## config.mk

```make
export PLATFORM = sky130hd
export DESIGN_NAME = led_dai_tx_flat
export DESIGN_NICKNAME = d
export VERILOG_FILES = /design/src/rtl/led_pkg.sv /design/src/rtl/led_dai_tx_if.sv /design/src/rtl/led_piso16.sv /design/src/rtl/led_dai_tx.sv /design/src/flat_wrapper.sv
export SDC_FILE = /design/constraint.sdc
export NUM_CORES = 1
export LEC_CHECK = 0
export CAP_MARGIN = 5
export CORE_MARGIN = 5
export CORE_UTILIZATION = 57
export CTS_BUF_LIST = sky130_fd_sc_hd__clkbuf_8
export CTS_CLUSTER_DIAMETER = 30
export CTS_CLUSTER_SIZE = 16
export DETAILED_ROUTE_END_ITERATION = 8
export HOLD_SLACK_MARGIN = 0.12
export PLACE_DENSITY_LB_ADDON = 0.1
export SYNTH_ARGS = -nofsm -noshare
export SYNTH_HDL_FRONTEND = slang
export SYNTH_HIERARCHICAL = 1
export SYNTH_SLANG_ARGS = --single-unit
```

## constraint.sdc

```tcl
create_clock -name DCK -period 5.2 [get_ports DCK]
set_input_delay 1.04 -clock DCK [delete_from_list [all_inputs] [get_ports DCK]]
set_output_delay 1.04 -clock DCK [all_outputs]
set_load 0.01 [all_outputs]
```

## src/rtl/led_pkg.sv

```systemverilog
// Shared definitions for the LED DAI transmitter.
// Contents: frame geometry constants, FSM state encoding and a small max helper.
package led_pkg;

    localparam int unsigned PIXEL_W       = 16;
    localparam int unsigned SCANLINES     = 32;
    localparam int unsigned CHANNELS      = 16;
    localparam int unsigned PIX_PER_FRAME = SCANLINES * CHANNELS;
    localparam int unsigned PIX_IDX_W     = 9;

    typedef enum logic [1:0] {
        StIdle  = 2'd0,
        StShift = 2'd1,
        StGap   = 2'd2,
        StFgap  = 2'd3
    } led_state_e;

    function automatic int unsigned max_u(input int unsigned a, input int unsigned b);
        return (a > b) ? a : b;
    endfunction

endpackage

```

## src/rtl/led_dai_tx_if.sv

```systemverilog
// Pixel-word handshake between the display source and the DAI transmitter.
// Signals: pix_valid (source offers a word), pix_data (16-bit gray level),
//          pix_ready (transmitter can take a word this cycle).
// Modports: master = pixel source, slave = transmitter.
interface led_dai_tx_if;

    logic                         pix_valid;
    logic [led_pkg::PIXEL_W-1:0]  pix_data;
    logic                         pix_ready;

    modport master (
        output pix_valid,
        output pix_data,
        input  pix_ready
    );

    modport slave (
        input  pix_valid,
        input  pix_data,
        output pix_ready
    );

endinterface

```

## src/rtl/led_piso16.sv

```systemverilog
// Parallel-in serial-out shift register, LSB first.
// Ports: clk_i clock, rst_i synchronous active-high clear, load_i parallel load
//        (wins over shift), shift_i shift right by one, data_i load value,
//        lsb_o current bit 0.
module led_piso16 #(
    parameter int unsigned Width = 16
) (
    input  logic             clk_i,
    input  logic             rst_i,
    input  logic             load_i,
    input  logic             shift_i,
    input  logic [Width-1:0] data_i,
    output logic             lsb_o
);

    logic [Width-1:0] sr_q, sr_d;

    always_comb begin
        sr_d = sr_q;
        if (load_i) begin
            sr_d = data_i;
        end else if (shift_i) begin
            sr_d = {1'b0, sr_q[Width-1:1]};
        end
    end

    always_ff @(posedge clk_i) begin
        if (rst_i) begin
            sr_q <= '0;
        end else begin
            sr_q <= sr_d;
        end
    end

    assign lsb_o = sr_q[0];

endmodule

```

## src/rtl/led_dai_tx.sv

```systemverilog
// DAI serial transmitter for the LED driver (DCK domain).
// Takes 16-bit pixel words over a valid/ready handshake and sends each one
// LSB first on DAI inside a 16-cycle DEN burst, followed by PIX_GAP idle
// cycles; the last pixel of a frame adds FRAME_GAP more idle cycles and a
// frame_done pulse.
// Ports: DCK clock, rst synchronous active-high reset, pix_if handshake
//        (slave), DAI serial data, DEN data enable, busy (not idle),
//        pix_idx index of the next pixel to accept, frame_done end-of-frame pulse.
module led_dai_tx #(
    parameter int unsigned PIX_PER_FRAME = led_pkg::PIX_PER_FRAME,
    parameter int unsigned PIX_GAP       = 2,
    parameter int unsigned FRAME_GAP     = 4
) (
    input  logic               DCK,
    input  logic               rst,
    led_dai_tx_if.slave        pix_if,
    output logic               DAI,
    output logic               DEN,
    output logic               busy,
    output logic [8:0]         pix_idx,
    output logic               frame_done
);

    import led_pkg::*;

    localparam int unsigned MaxGap  = max_u(PIX_GAP, FRAME_GAP);
    localparam int unsigned GapCntW = (MaxGap > 2) ? $clog2(MaxGap) : 1;

    led_state_e           state_q, state_d;
    logic [3:0]           bit_cnt_q;
    logic [GapCntW-1:0]   gap_cnt_q;
    logic [PIX_IDX_W-1:0] pix_idx_q;
    logic                 frame_done_q;
    logic                 sr_lsb;

    logic gap_last, fgap_last, frame_last, accept;

    assign gap_last   = (gap_cnt_q == GapCntW'(PIX_GAP - 1));
    assign fgap_last  = (gap_cnt_q == GapCntW'(FRAME_GAP - 1));
    assign frame_last = (pix_idx_q == PIX_IDX_W'(PIX_PER_FRAME - 1));
    assign accept     = (state_q == StIdle) && pix_if.pix_valid;

    // State register
    always_ff @(posedge DCK) begin
        if (rst) begin
            state_q <= StIdle;
        end else begin
            state_q <= state_d;
        end
    end

    // Next-state logic
    always_comb begin
        state_d = state_q;
        unique case (state_q)
            StIdle:  if (pix_if.pix_valid) state_d = StShift;
            StShift: if (bit_cnt_q == 4'd15) state_d = StGap;
            StGap:   if (gap_last) state_d = frame_last ? StFgap : StIdle;
            StFgap:  if (fgap_last) state_d = StIdle;
            default: state_d = StIdle;
        endcase
    end

    // Output decode: state and registered data only, never pix_valid/pix_data
    always_comb begin
        DEN              = 1'b0;
        DAI              = 1'b0;
        pix_if.pix_ready = 1'b0;
        busy             = 1'b1;
        unique case (state_q)
            StIdle: begin
                pix_if.pix_ready = 1'b1;
                busy             = 1'b0;
            end
            StShift: begin
                DEN = 1'b1;
                DAI = sr_lsb;
            end
            default: ;
        endcase
    end

    // Counters and frame bookkeeping
    always_ff @(posedge DCK) begin
        if (rst) begin
            bit_cnt_q    <= '0;
            gap_cnt_q    <= '0;
            pix_idx_q    <= '0;
            frame_done_q <= 1'b0;
        end else begin
            // 4-bit counter wraps 15 -> 0 exactly as SHIFT ends
            bit_cnt_q <= (state_q == StShift) ? bit_cnt_q + 4'd1 : 4'd0;

            // Restarts on every state change so GAP -> FGAP counts afresh
            if ((state_q == StGap || state_q == StFgap) && state_d == state_q) begin
                gap_cnt_q <= gap_cnt_q + GapCntW'(1);
            end else begin
                gap_cnt_q <= '0;
            end

            if (state_q == StGap && gap_last && !frame_last) begin
                pix_idx_q <= pix_idx_q + PIX_IDX_W'(1);
            end else if (state_q == StFgap && fgap_last) begin
                pix_idx_q <= '0;
            end

            frame_done_q <= (state_q == StFgap) && fgap_last;
        end
    end

    led_piso16 #(
        .Width (PIXEL_W)
    ) u_piso (
        .clk_i   (DCK),
        .rst_i   (rst),
        .load_i  (accept),
        .shift_i (state_q == StShift),
        .data_i  (pix_if.pix_data),
        .lsb_o   (sr_lsb)
    );

    assign pix_idx    = pix_idx_q;
    assign frame_done = frame_done_q;

endmodule

```

## src/flat_wrapper.sv

```systemverilog
// flat-port wrapper written by rule: the top's interface ports become plain ports
module led_dai_tx_flat import led_pkg::*;
#(
    parameter int unsigned PIX_PER_FRAME = led_pkg::PIX_PER_FRAME,
    parameter int unsigned PIX_GAP       = 2,
    parameter int unsigned FRAME_GAP     = 4
)
  (DCK, rst, DAI, DEN, busy, pix_idx, frame_done, pix_if_pix_valid, pix_if_pix_data, pix_if_pix_ready);
  led_dai_tx_if pix_if_i ();
  input  logic DCK;
  input  logic rst;
  output logic DAI;
  output logic DEN;
  output logic busy;
  output logic [8:0] pix_idx;
  output logic frame_done;
  input wire logic [$bits(pix_if_i.pix_valid)-1:0] pix_if_pix_valid;
  input wire logic [$bits(pix_if_i.pix_data)-1:0] pix_if_pix_data;
  output wire logic [$bits(pix_if_i.pix_ready)-1:0] pix_if_pix_ready;
  assign pix_if_i.pix_valid = pix_if_pix_valid;
  assign pix_if_i.pix_data = pix_if_pix_data;
  assign pix_if_pix_ready = pix_if_i.pix_ready;
  led_dai_tx #(.PIX_PER_FRAME(PIX_PER_FRAME), .PIX_GAP(PIX_GAP), .FRAME_GAP(FRAME_GAP)) u_core (.DCK(DCK), .rst(rst), .pix_if(pix_if_i), .DAI(DAI), .DEN(DEN), .busy(busy), .pix_idx(pix_idx), .frame_done(frame_done));
endmodule
```

Word level (Yosys, flattened, before mapping)
Cells that the tools add are included.
Word-level totals
  register bits: 34
  input bits: 19
  output and inout port bits: 14
  logic and storage cells: 45
Operators by class
  add/sub/neg operators: 3
  eq/ne operators: 8
  muxes and demuxes: 14
  bitwise gates (word level): 2
  reduce and logical (&&, ||, !) cells: 12
Operators with widths (count)
  $mux W16: 2
  $mux W9: 2
  $mux W2: 5
  $add A9 B1 Y9 const B: 1
  $eq A9 B9 Y1 const B: 1
  $pmux W2 S4: 1
  $eq A2 B2 Y1 const B: 3
  $logic_and A1 B1 Y1: 5
  $add A4 B1 Y4 const B: 1
  $eq A2 B1 Y1 const B: 2
  $eq A4 B4 Y1 const B: 1
  $mux W1: 4
  $reduce_bool A2 Y1: 2
  $reduce_or A2 Y1: 2
  $add A2 B1 Y2 const B: 1
  $eq A2 B2 Y1: 1
  $logic_not A2 Y1: 1
  $not A1 Y1: 2
  $logic_not A1 Y1: 1
  $logic_or A1 B1 Y1: 1

Logic depth before layout (Yosys ltp)
  depth after elaboration: 8
  depth in mapped cells: 8
  gate-level depth less buffers: 7

Hierarchy
Netlist, hierarchy kept.
Modules (own cells, without submodules)
  led_dai_tx: times used 1, cells an instance 101, area each 899.6 um2, seq. area each 360.3 um2
  led_piso16: times used 1, cells an instance 71, area each 764.5 um2, seq. area each 320.3 um2

Worst setup path before layout
OpenSTA, ideal clock, no wires.
  path kind: reg-to-output
  start: register u_core.state_q[0]
  end: output DAI
  arrival time: 0.993 ns
  data required time: 4.160 ns
  path slack: 3.167 ns
  cell stages (with the launch flop): 4
  path buffers: 1
  cells stage by stage: dfxtp_1 buf_6 nor2b_1 and2_1
Between the ends
  word-level cells in the longest chain between the ends: 2
Ends and longest elaborated chain
  start, declared: line led_dai_tx.sv:29  | led_state_e state_q, state_d;
  start signal, assigned: line led_dai_tx.sv:46  | state_q <= StIdle;
  start signal, assigned: line led_dai_tx.sv:48  | state_q <= state_d;
  $eq A2 B1 Y1: line led_dai_tx.sv:70  | unique case (state_q)
  $mux W1: line led_dai_tx.sv:70
  end, declared: line flat_wrapper.sv:12  | output logic DAI;
Every way passes these cells.

Worst setup path in the final report
Ends and elaborated chain as after synthesis.

==> flow_summary.json <==
{
  "synth_ff_type": "dfxtp_1",
  "relSlewSlack_pct": 25.93,
  "clkSinkCount": 34,
  "place_congestion": 0.8541,
  "clk_pin_slew_worst_paths_ps": 60,
  "antenna_left": 0,
  "p_per_area_mw_per_mm2": 259.1,
  "layout-drive-gt1-share_pct": 6.965,
  "overflow": 0,
  "pin_count": 33,
  "antenna_found_initial": 0,
  "vias": 1365,
  "drt_iter0_drc": 64,
  "cp-end-kind": "output port",
  "final_nets": 226,
  "regArea_um2": 680.7,
  "period_minus_slack_ps": 3036,
  "outcome": "finished clean",
  "root_buffer": "clkbuf_8",
  "finalCritPeriodShare_pct": 58.38,
  "synth-edff-count": 0,
  "antenna_cells": 0,
  "hpwlAfterDp_mm": 2.329,
  "avgViaCountPerCell": 5.884,
  "die_h_um": 64.03,
  "arrival_ps": 2000,
  "seq_area_frac_synth_pct": 40.90,
  "synth.distinct_cells": 34,
  "crit_type": "register to output port",
  "p_leak_nw": 0.7113,
  "numCtsBuffers": 5,
  "grt_use_total_pct": 17.22,
  "slowest_delay_ps": 530,
  "die_w_um": 64.03,
  "multi_input_area_um2": 873.3,
  "wl_per_cell_um": 14.44,
  "setup_viol": 0,
  "startpoint_type": "register",
  "area_delta_synth_final_pct": 21.96,
  "crit_path_cell_trace": "nor2b_2 > buf_4 > and2_1 > clkdlybuf4s50_1",
  "core_area_mm2": 0.002781,
  "initial_core_util_pct": 59.83,
  "wl_mm": 3.351,
  "drv_cap": 0,
  "grt_pass1_vias": 1313,
  "grt_pass1_wl_mm": 5.789,
  "fmax_ghz": 0.3294,
  "grt_max_degree": 31,
  "synth_nets": 196,
  "drv_slew": 0,
  "clock_tree.htree_level_count": 2,
  "port_buffers": 32,
  "dp_cells": 226,
  "clkLatencyLatePin_ps": 270,
  "cts_hold_buf": 0,
  "firstDrtPassIters": 5,
  "layout.cells.non_filler": 232,
  "route.detailed.drc": 0,
  "fillCellCount": 213,
  "syn_avg_cell_area_um2": 9.675,
  "cts_tree": "yes",
  "rsz0062_at_grt": "false",
  "cp.required_ps": 4160,
  "synth_cells": 172,
  "dieArea_mm2": 0.004100,
  "cts_resized": 0,
  "skew_ps": 5.221,
  "worstMarginPinSlew_ps": 1108,
  "syn_area_mm2": 0.001664,
  "min_path_type": "register to register",
  "hold_viol": 0,
  "cts_setup_buffers": 0,
  "critPathMaxFanout": 19,
  "finalSetupTns_ps": 0,
  "ys_ff_latch": 34,
  "rows": 19,
  "synth_async_sr_flop_share_pct": 0,
  "cp_slowest_cell": "clkdlybuf4s50_1",
  "yosysWarningCount": 6,
  "final_core_util_pct": 72.96,
  "ir_drop_uv": 226.6,
  "clockBufferDepth": 2
}
per-layer routing:
metal | vias to the layer above | share of wire (%) | GRT usage [%]
met5 | - | 0 | 0
met4 | 0 | 1.2 | 8.052
met3 | 6 | 5.3 | 4.904
met2 | 37 | 47 | 26.38
met1 | 646 | 46 | 22.25
li1 | 676 | - | -
cell families after synthesis:
logic type	synth area share (%)
mux	9.022
simple gates	23.38
compound gates	15.11
buf+inv	6.767
xor+xnor	1.053
fa+ha+maj	3.759
flops	40.90
synthesized netlist by cell type, types with 2 or more instances:
| master | instances | area share (%) |
|---|---|---|
| inv_1 | 5 | 1.1 |
| nand3_1 | 13 | 3.9 |
| buf_6 | 4 | 2.7 |
| buf_2 | 2 | 0.60 |
| nand2b_1 | 5 | 1.9 |
| nand2_1 | 7 | 1.6 |
| a31oi_1 | 3 | 1.1 |
| and2_1 | 2 | 0.75 |
| nand4_1 | 2 | 0.75 |
| o211ai_1 | 5 | 2.3 |
| nor2_1 | 8 | 1.8 |
| ha_1 | 5 | 3.8 |
| mux2i_1 | 15 | 9.0 |
| or4_1 | 3 | 1.4 |
| clkbuf_1 | 3 | 0.68 |
| a211oi_2 | 3 | 2.3 |
| a211oi_1 | 12 | 5.4 |
| or3_1 | 2 | 0.75 |
| dfxtp_1 | 34 | 41 |
| a21oi_1 | 9 | 2.7 |
| nor2b_1 | 17 | 6.4 |
flip-flops by register name, indices dropped and copies added, names as in the netlist:
signal and count:
u_core/frame_done 1, u_core/bit_cnt_q 4, u_core/u_piso/sr_q 16, u_core/pix_idx 9, u_core/state_q 2, u_core/gap_cnt_q 2
power by group:
group	internal (mW)	switching [mW]	leakage, nW
combinational	0.0354	0.0266	0.390
sequential	0.273	0.00760	0.278
clock	0.102	0.0817	0.0431
layout by cell type (no fill, tap or decap):
master	Yosys	layout
nor2b_2	0	1
a211oi_1	12	12
a31oi_1	3	3
nand4b_1	1	1
inv_1	5	5
ha_1	5	5
xor2_1	1	1
nor2b_1	17	16
mux2i_1	15	15
xnor2_1	1	1
a21oi_1	9	9
nand3_1	13	13
or4_1	3	3
nand2_1	7	7
nand4_1	2	2
dfxtp_1	34	34
or3b_1	1	1
or3_1	2	2
o311ai_0	1	1
nand4bb_4	1	1
o211ai_1	5	5
clkbuf_8	0	6
o21ai_0	1	1
nand2b_1	5	5
and3b_1	1	1
a311oi_1	1	1
nor2_1	8	8
and2_1	2	2
a211oi_2	3	3
clkdlybuf4s50_1	0	32
nor4bb_1	1	1
buf_4	1	2
or2_2	1	1
metrics by stage:
stage          setup slack, ps  hold slack (ps)  instance area (um2)  power (mW)
2_1_floorplan             3167            417.6                 1664      0.3263
3_3_place_gp              2524            426.5                 1947      0.3445
3_5_place_dp              2485            450.3                 1947      0.3475
4_1_cts                   2154            463.9                 2029      0.5312
5_1_grt                   2049            484.5                 2029      0.5520
6_report                  2164            460.9                 2029      0.5258
worst paths after layout:
path | endpoint | slack [ps] | startpoint | cells past startpoint
worst min-delay path | u_core/gap_cnt_q[0] | 460 | u_core/gap_cnt_q[0] | 1
worst max register to register | u_core/pix_idx[5] | 3140 | u_core/pix_idx[0] | 7
worst max-delay path | DAI | 2160 | u_core/state_q[0] | 4
worst min register to register | u_core/gap_cnt_q[0] | 460 | u_core/gap_cnt_q[0] | 1
worst max-delay path: cells and delay by family, from the launching register on:
kind / cells / cell delay (ps)
buf+inv: 2 / 830
flops: 1 / 510
simple gates: 2 / 380
area by class of cell:
cell class              count  share of cell area, %
multi-input cells         122                  43.03
clock buffers               6                  4.069
flip-flops and latches     34                  33.54
repair buffers             34                  16.52
well taps                  31                  1.911
inverters                   5                 0.9248
(Power assumes the default switching activity.)
